### src/rtl/jr_target_unit.sv
// ----------------------------------------------------------------------------
// jr_target_unit
//
// Resolves the target of a register-indirect jump (JR) sitting in ID and
// drives the PC redirect for it. The target is picked from the forwarding
// network with fixed priority. If the source register is still being loaded by
// the instruction in EX, the unit stalls IF/ID for one cycle and inserts a
// bubble. It then takes the loaded value from the MEM load-data path.
//
// Optional feature: define JR_PERF_CNT_EN to build the saturating performance
// counters. When it is undefined, jr_count and jr_stall_count are tied to 0.
//
// Ports
//   clk, rst          clock; synchronous active-high reset
//   jr_valid          JR instruction present in ID
//   fwd_*             JR source selects (ex > mem > mem_ldata > wb > id)
//   ex_mem_re         instruction in EX is a load
//   *_data            candidate target values (id_rs_data when no fwd_*)
//   ext_stall         hold from the main hazard unit
//   jr_kill           squash of the JR in ID
//   stall_if_id       hold PC and IF/ID (load-use on the JR source)
//   id_ex_bubble      insert NOP into ID/EX (same condition as stall_if_id)
//   pc_redirect       one-cycle PC load pulse
//   pc_target         redirect address; holds the last captured value
//   flush_if_id       squash the fetched instruction (with pc_redirect)
//   busy              state is not IDLE
//   sel_err           sticky: more than one fwd_* seen at a capture
//   jr_count          redirect pulses issued (saturating)
//   jr_stall_count    hazard stall cycles (saturating)
// ----------------------------------------------------------------------------
module jr_target_unit #(
    parameter int unsigned DATA_W = 16
) (
    input  logic              clk,
    input  logic              rst,
    input  logic              jr_valid,
    input  logic              fwd_ex,
    input  logic              fwd_mem,
    input  logic              fwd_mem_ldata,
    input  logic              fwd_wb,
    input  logic              fwd_id,
    input  logic              ex_mem_re,
    input  logic [DATA_W-1:0] ex_data,
    input  logic [DATA_W-1:0] mem_data,
    input  logic [DATA_W-1:0] mem_ldata,
    input  logic [DATA_W-1:0] wb_data,
    input  logic [DATA_W-1:0] id_rs_data,
    input  logic              ext_stall,
    input  logic              jr_kill,
    output logic              stall_if_id,
    output logic              id_ex_bubble,
    output logic              pc_redirect,
    output logic [DATA_W-1:0] pc_target,
    output logic              flush_if_id,
    output logic              busy,
    output logic              sel_err,
    output logic [15:0]       jr_count,
    output logic [15:0]       jr_stall_count
);

    localparam logic [1:0] StIdle     = 2'd0;
    localparam logic [1:0] StWaitLoad = 2'd1;
    localparam logic [1:0] StRedirect = 2'd2;

    logic [1:0]        state_q, state_d;
    logic [DATA_W-1:0] target_q, target_d;
    logic              sel_err_q, sel_err_d;

    logic              load_hazard;
    logic              capture;
    logic              hazard_stall;
    logic [DATA_W-1:0] sel_target;
    logic [2:0]        fwd_cnt;
    logic              multi_sel;
    logic              in_redirect;

    // The JR source is produced by a load still in EX: its data does not
    // exist yet, so the JR must wait one cycle for the MEM load-data path.
    assign load_hazard = jr_valid & fwd_ex & ex_mem_re;

    // Fixed-priority target select. The youngest producer wins.
    always_comb begin
        sel_target = id_rs_data;
        if (fwd_ex) begin
            sel_target = ex_data;
        end else if (fwd_mem) begin
            sel_target = mem_data;
        end else if (fwd_mem_ldata) begin
            sel_target = mem_ldata;
        end else if (fwd_wb) begin
            sel_target = wb_data;
        end else if (fwd_id) begin
            sel_target = id_rs_data;
        end
    end

    // More than one select at once points to a fault in the forwarding
    // controller. The priority mux still gives a defined target.
    assign fwd_cnt = {2'b00, fwd_ex} + {2'b00, fwd_mem} + {2'b00, fwd_mem_ldata}
                   + {2'b00, fwd_wb} + {2'b00, fwd_id};
    assign multi_sel = (fwd_cnt > 3'd1);

    // Next-state logic
    always_comb begin
        state_d      = state_q;
        capture      = 1'b0;
        hazard_stall = 1'b0;

        case (state_q)
            StIdle: begin
                if (jr_valid && !jr_kill && !ext_stall) begin
                    if (load_hazard) begin
                        hazard_stall = 1'b1;
                        state_d      = StWaitLoad;
                    end else begin
                        capture = 1'b1;
                        state_d = StRedirect;
                    end
                end
            end
            StWaitLoad: begin
                // Upstream now reports the load result on fwd_mem_ldata.
                if (!jr_kill && !ext_stall) begin
                    capture = 1'b1;
                    state_d = StRedirect;
                end
            end
            StRedirect: begin
                state_d = StIdle;
            end
            default: begin
                state_d = StIdle;
            end
        endcase

        // A squash always wins and drops any capture in flight.
        if (jr_kill) begin
            state_d = StIdle;
            capture = 1'b0;
        end
    end

    assign target_d  = capture ? sel_target : target_q;
    assign sel_err_d = sel_err_q | (capture & multi_sel);

    always_ff @(posedge clk) begin
        if (rst) begin
            state_q   <= StIdle;
            target_q  <= '0;
            sel_err_q <= 1'b0;
        end else begin
            state_q   <= state_d;
            target_q  <= target_d;
            sel_err_q <= sel_err_d;
        end
    end

    // Redirect and flush decode from the registered state. A kill or a reset
    // in the same cycle suppresses them.
    assign in_redirect  = (state_q == StRedirect);
    assign pc_redirect  = in_redirect & ~jr_kill & ~rst;
    assign flush_if_id  = in_redirect & ~jr_kill & ~rst;
    assign stall_if_id  = hazard_stall & ~rst;
    assign id_ex_bubble = hazard_stall & ~rst;
    assign busy         = (state_q != StIdle) & ~rst;
    assign pc_target    = target_q;
    assign sel_err      = sel_err_q;

`ifdef JR_PERF_CNT_EN
    logic [15:0] jr_cnt_q, jr_cnt_d;
    logic [15:0] stall_cnt_q, stall_cnt_d;

    always_comb begin
        jr_cnt_d    = jr_cnt_q;
        stall_cnt_d = stall_cnt_q;
        if (pc_redirect && (jr_cnt_q != 16'hFFFF)) begin
            jr_cnt_d = jr_cnt_q + 16'd1;
        end
        if (stall_if_id && (stall_cnt_q != 16'hFFFF)) begin
            stall_cnt_d = stall_cnt_q + 16'd1;
        end
    end

    always_ff @(posedge clk) begin
        if (rst) begin
            jr_cnt_q    <= 16'd0;
            stall_cnt_q <= 16'd0;
        end else begin
            jr_cnt_q    <= jr_cnt_d;
            stall_cnt_q <= stall_cnt_d;
        end
    end

    assign jr_count       = jr_cnt_q;
    assign jr_stall_count = stall_cnt_q;
`else
    assign jr_count       = 16'd0;
    assign jr_stall_count = 16'd0;
`endif

endmodule

### config.mk
export PLATFORM = sky130hd
export DESIGN_NAME = jr_target_unit
export DESIGN_NICKNAME = d
export VERILOG_FILES = /design/src/rtl/jr_target_unit.sv
export SDC_FILE = /design/constraint.sdc
export NUM_CORES = 1
export LEC_CHECK = 0
export ABC_AREA = 1
export CAP_MARGIN = 10
export CORE_MARGIN = 2
export CORE_UTILIZATION = 25
export DETAILED_ROUTE_END_ITERATION = 7
export SLEW_MARGIN = 0
export SYNTH_ARGS = -nofsm -noshare
export SYNTH_HDL_FRONTEND = slang
export SYNTH_SLANG_ARGS = --single-unit
### constraint.sdc
create_clock -name clk -period 2.2 [get_ports clk]
set_input_delay 0.44 -clock clk [delete_from_list [all_inputs] [get_ports clk]]
set_output_delay 0.44 -clock clk [all_outputs]
set_load 0.01 [all_outputs]
==> results.env <==
ROUTE.ANTENNA.REMAINING_NETS=0
SETUP_VIOL=0
FINAL.MIN_CLOCK_PERIOD_NS=2.09
VIA_COUNT=2265
AVGVIACOUNTPERCELL=4.10
FIRSTDRTPASSITERS=4
DRT-TOTAL-WL_MM=6.21
GRT_START_MAX_NET_PINS=22
CRIT_PATH_START='rst'
FINAL_ESTIMATED_ROUTING_CONGESTION_IN_GLOBAL_PLACEMENT=0.784
CELLPOWERDENSITY_nW_PER_UM2=336
AREA_DELTA_SYNTH_FINAL_PCT=61.0
OVERALL_ROUTING_RESOURCE_USAGE=0.145
HOLD_PATH_STARTPOINT='sel_err'
TIMING.CLOCK.SKEW_NS=0.00324
FILLERS=840
BUFFER_PORTS.INSERTED=112
DRT_ITER0_DRC=70
SEQUENTIAL_TO_TOTAL_AREA_SHARE_FROM_YOSYS_STAT=0.194
MIN_PERIOD_OVER_PERIOD=0.951
CTS_SETUP_BUFFERS=0
CRIT_ARRIVAL_NS=1.65
GLOBAL_ROUTE.USAGE.MET3=0.0472
CHIPHEIGHT_UM=92.4
FP.DIEW_UM=92.4
REGAREA_UM2=380
RESIDUAL_DRC=0
ROWS=32
MAXCAPVIOLATIONS=0
SYNTH_WARNINGS=0
CTS_TREE='yes'
PATH_CLK_SLEW_NS=0.07
NUMCLOCKSINKS=19
WL_PER_CELL_UM=11.2
START_UTIL=0.256
NUM_ANTENNA_CELLS=0
GRT-BUSIEST-LAYER='met2'
SYNTH_AREA_UM2=1960
CLK_ROOT_BUFFER_CELL='sky130_fd_sc_hd__clkbuf_8'
GRT.MET1_USAGE=0.168
CORE_AREA_UM2=7650
OVERFLOW=0
STARTPOINT_TYPES='primary input'
PEAKVDDDROP_mV=0.172
DP.FINAL_HPWL_MM=5.12
DESIGN.PORTCOUNT=145
TIMING.HOLD.WS_NS=0.480
HTREE_NUM_LEVELS=1
SETUP_TNS_NS=0
GRT_SETUP_UNREPAIRED='no'
DRIVE_GT1_FRAC=0.102
CRIT_PATH_END_KIND='output pin'
GRT_PASS1_WL_MM=10.0
REPORT.POWER.TOTAL_mW=1.06
GRT_PASS1_VIAS=2224
NNETSFINAL=544
TIMING_WORST_SETUP_PATH_TYPE='in2out'
ANTENNA_FOUND_INITIAL=0
REPORT.FINAL.HOLD_VIOL_COUNT=0
WORST-ENDPOINT-REQUIRED_NS=1.76
FP.DIEAREA_UM2=8550
GRT.MET2_USAGE=0.261
P_LEAK_nW=1.56
CTS-HOLD-FIX-BUFFERS=0
MULTIINPUTGATEAREA_UM2=1200
STATUS='complete, no violations'
SYN_AVG_CELL_AREA_UM2=5.82
CLOCK_PATH_BUFFERS=2
CRIT-REG2REG-LAUNCH='state_q[1]'
SLEW_VIOLATIONS=0
WORST_SKEW_PAIR.LATE_LATENCY_NS=0.26
SYNTH_CELL_TYPE_COUNT=30
CTS-BUFFERS-INSERTED=3
GATES_RESIZED_CTS_REPAIR=5
POSTSYNTHCELLCOUNT=336
MAX_FREQ_MHz=478
YS_SEQ_ELEMENTS=19
HOLD_PATH_CLASS='reg2reg'
CRITICAL_PATH.MAX_FANOUT=2
synthesized netlist by cell type:
cell type / count / area (µm²)
sky130_fd_sc_hd__a21oi_1: 18 / 90.1
sky130_fd_sc_hd__nor3_1: 2 / 10.0
sky130_fd_sc_hd__clkbuf_1: 4 / 15.0
sky130_fd_sc_hd__or2_0: 1 / 6.26
sky130_fd_sc_hd__or2_2: 11 / 68.8
sky130_fd_sc_hd__inv_4: 1 / 6.26
sky130_fd_sc_hd__clkinv_1: 1 / 3.75
sky130_fd_sc_hd__nor2_4: 1 / 11.3
sky130_fd_sc_hd__inv_1: 42 / 158
sky130_fd_sc_hd__ha_1: 1 / 12.5
sky130_fd_sc_hd__o21ai_1: 1 / 5.00
sky130_fd_sc_hd__o21ai_0: 8 / 40.0
sky130_fd_sc_hd__buf_1: 1 / 3.75
sky130_fd_sc_hd__and3_1: 1 / 6.26
sky130_fd_sc_hd__nand3_2: 1 / 10.0
sky130_fd_sc_hd__nand3_1: 38 / 190
sky130_fd_sc_hd__nor2_2: 1 / 6.26
sky130_fd_sc_hd__nand3_4: 1 / 17.5
sky130_fd_sc_hd__nor2_8: 2 / 40.0
sky130_fd_sc_hd__fa_1: 1 / 20.0
sky130_fd_sc_hd__nand2_1: 84 / 315
sky130_fd_sc_hd__inv_2: 2 / 7.51
sky130_fd_sc_hd__nand2_2: 3 / 18.8
sky130_fd_sc_hd__buf_4: 35 / 263
sky130_fd_sc_hd__dfxtp_1: 19 / 380
sky130_fd_sc_hd__buf_6: 1 / 11.3
sky130_fd_sc_hd__buf_2: 6 / 30.0
sky130_fd_sc_hd__a21oi_2: 5 / 43.8
sky130_fd_sc_hd__nor2_1: 43 / 161
sky130_fd_sc_hd__conb_1: 1 / 3.75
cells by family after synthesis:
| group | count (synthesis) | share of synthesized area |
|---|---|---|
| compound gates | 32 | 0.0915 |
| other cells | 1 | 0.00192 |
| flops | 19 | 0.194 |
| buf+inv | 93 | 0.255 |
| simple gates | 189 | 0.441 |
| fa+ha+maj | 2 | 0.0166 |
metal layers:
metal,routed length (µm),vias to the layer above
li1,-,1190
met1,2550,975
met2,2960,96
met3,632,4
met4,68,0
met5,0,-
per-stage QoR:
stage | area, µm² | cells | utilization | setup WS (ns)
3_3_place_gp | 3100 | 548 | 0.406 | -0.147
3_5_place_dp | 3100 | 548 | 0.406 | -0.233
6_report | 3150 | 552 | 0.412 | 0.107
4_1_cts | 3150 | 552 | 0.412 | 0.0907
2_1_floorplan | 2070 | 367 | - | 0.611
5_1_grt | 3150 | 552 | 0.412 | 0.0146
where the power goes:
part           total, mW  internal (mW)  switching [mW]
sequential         0.370          0.361         0.00905
clock              0.244          0.129           0.115
combinational      0.445          0.248           0.196
worst max-delay path, stage by stage:
cell and delay [ns]:
sky130_fd_sc_hd__clkdlybuf4s50_1 0.43, sky130_fd_sc_hd__buf_4 0.15, sky130_fd_sc_hd__nor2_1 0.09, sky130_fd_sc_hd__clkdlybuf4s50_1 0.54
path summary, 6_finish.rpt:
check | to | slack [ns] | cells past startpoint
max reg2reg | pc_target[8] | 0.96 | 7
max | busy | 0.11 | 4
min reg2reg | sel_err | 0.48 | 2
min | sel_err | 0.48 | 2
flip-flops by register name, summed over array words and instances (netlist names):
| register | cells |
|---|---|
| state_q | 2 |
| sel_err | 1 |
| pc_target | 16 |
placed cells by master (no fill, tap or decap), types with 3 or more instances in the layout:
| cell | n |
|---|---|
| sky130_fd_sc_hd__nand2_1 | 84 |
| sky130_fd_sc_hd__a21oi_2 | 5 |
| sky130_fd_sc_hd__nand2_2 | 3 |
| sky130_fd_sc_hd__nand3_1 | 38 |
| sky130_fd_sc_hd__clkbuf_8 | 3 |
| sky130_fd_sc_hd__conb_1 | 32 |
| sky130_fd_sc_hd__a21oi_1 | 18 |
| sky130_fd_sc_hd__or2_2 | 11 |
| sky130_fd_sc_hd__dlygate4sd2_1 | 4 |
| sky130_fd_sc_hd__clkdlybuf4s50_1 | 108 |
| sky130_fd_sc_hd__o21ai_0 | 8 |
| sky130_fd_sc_hd__dfxtp_1 | 19 |
| sky130_fd_sc_hd__buf_4 | 14 |
| sky130_fd_sc_hd__nor2_1 | 43 |
| sky130_fd_sc_hd__inv_1 | 42 |
cell type report:
class                           instances  area share
Timing Repair Buffer                  126       0.388
Multi-Input combinational cell        255       0.381
Sequential cell                        19       0.121
Inverter                               46      0.0556
Tap cell                              102      0.0405
Clock buffer                            4      0.0143
No activity file was read; power rests on OpenSTA's default activity.
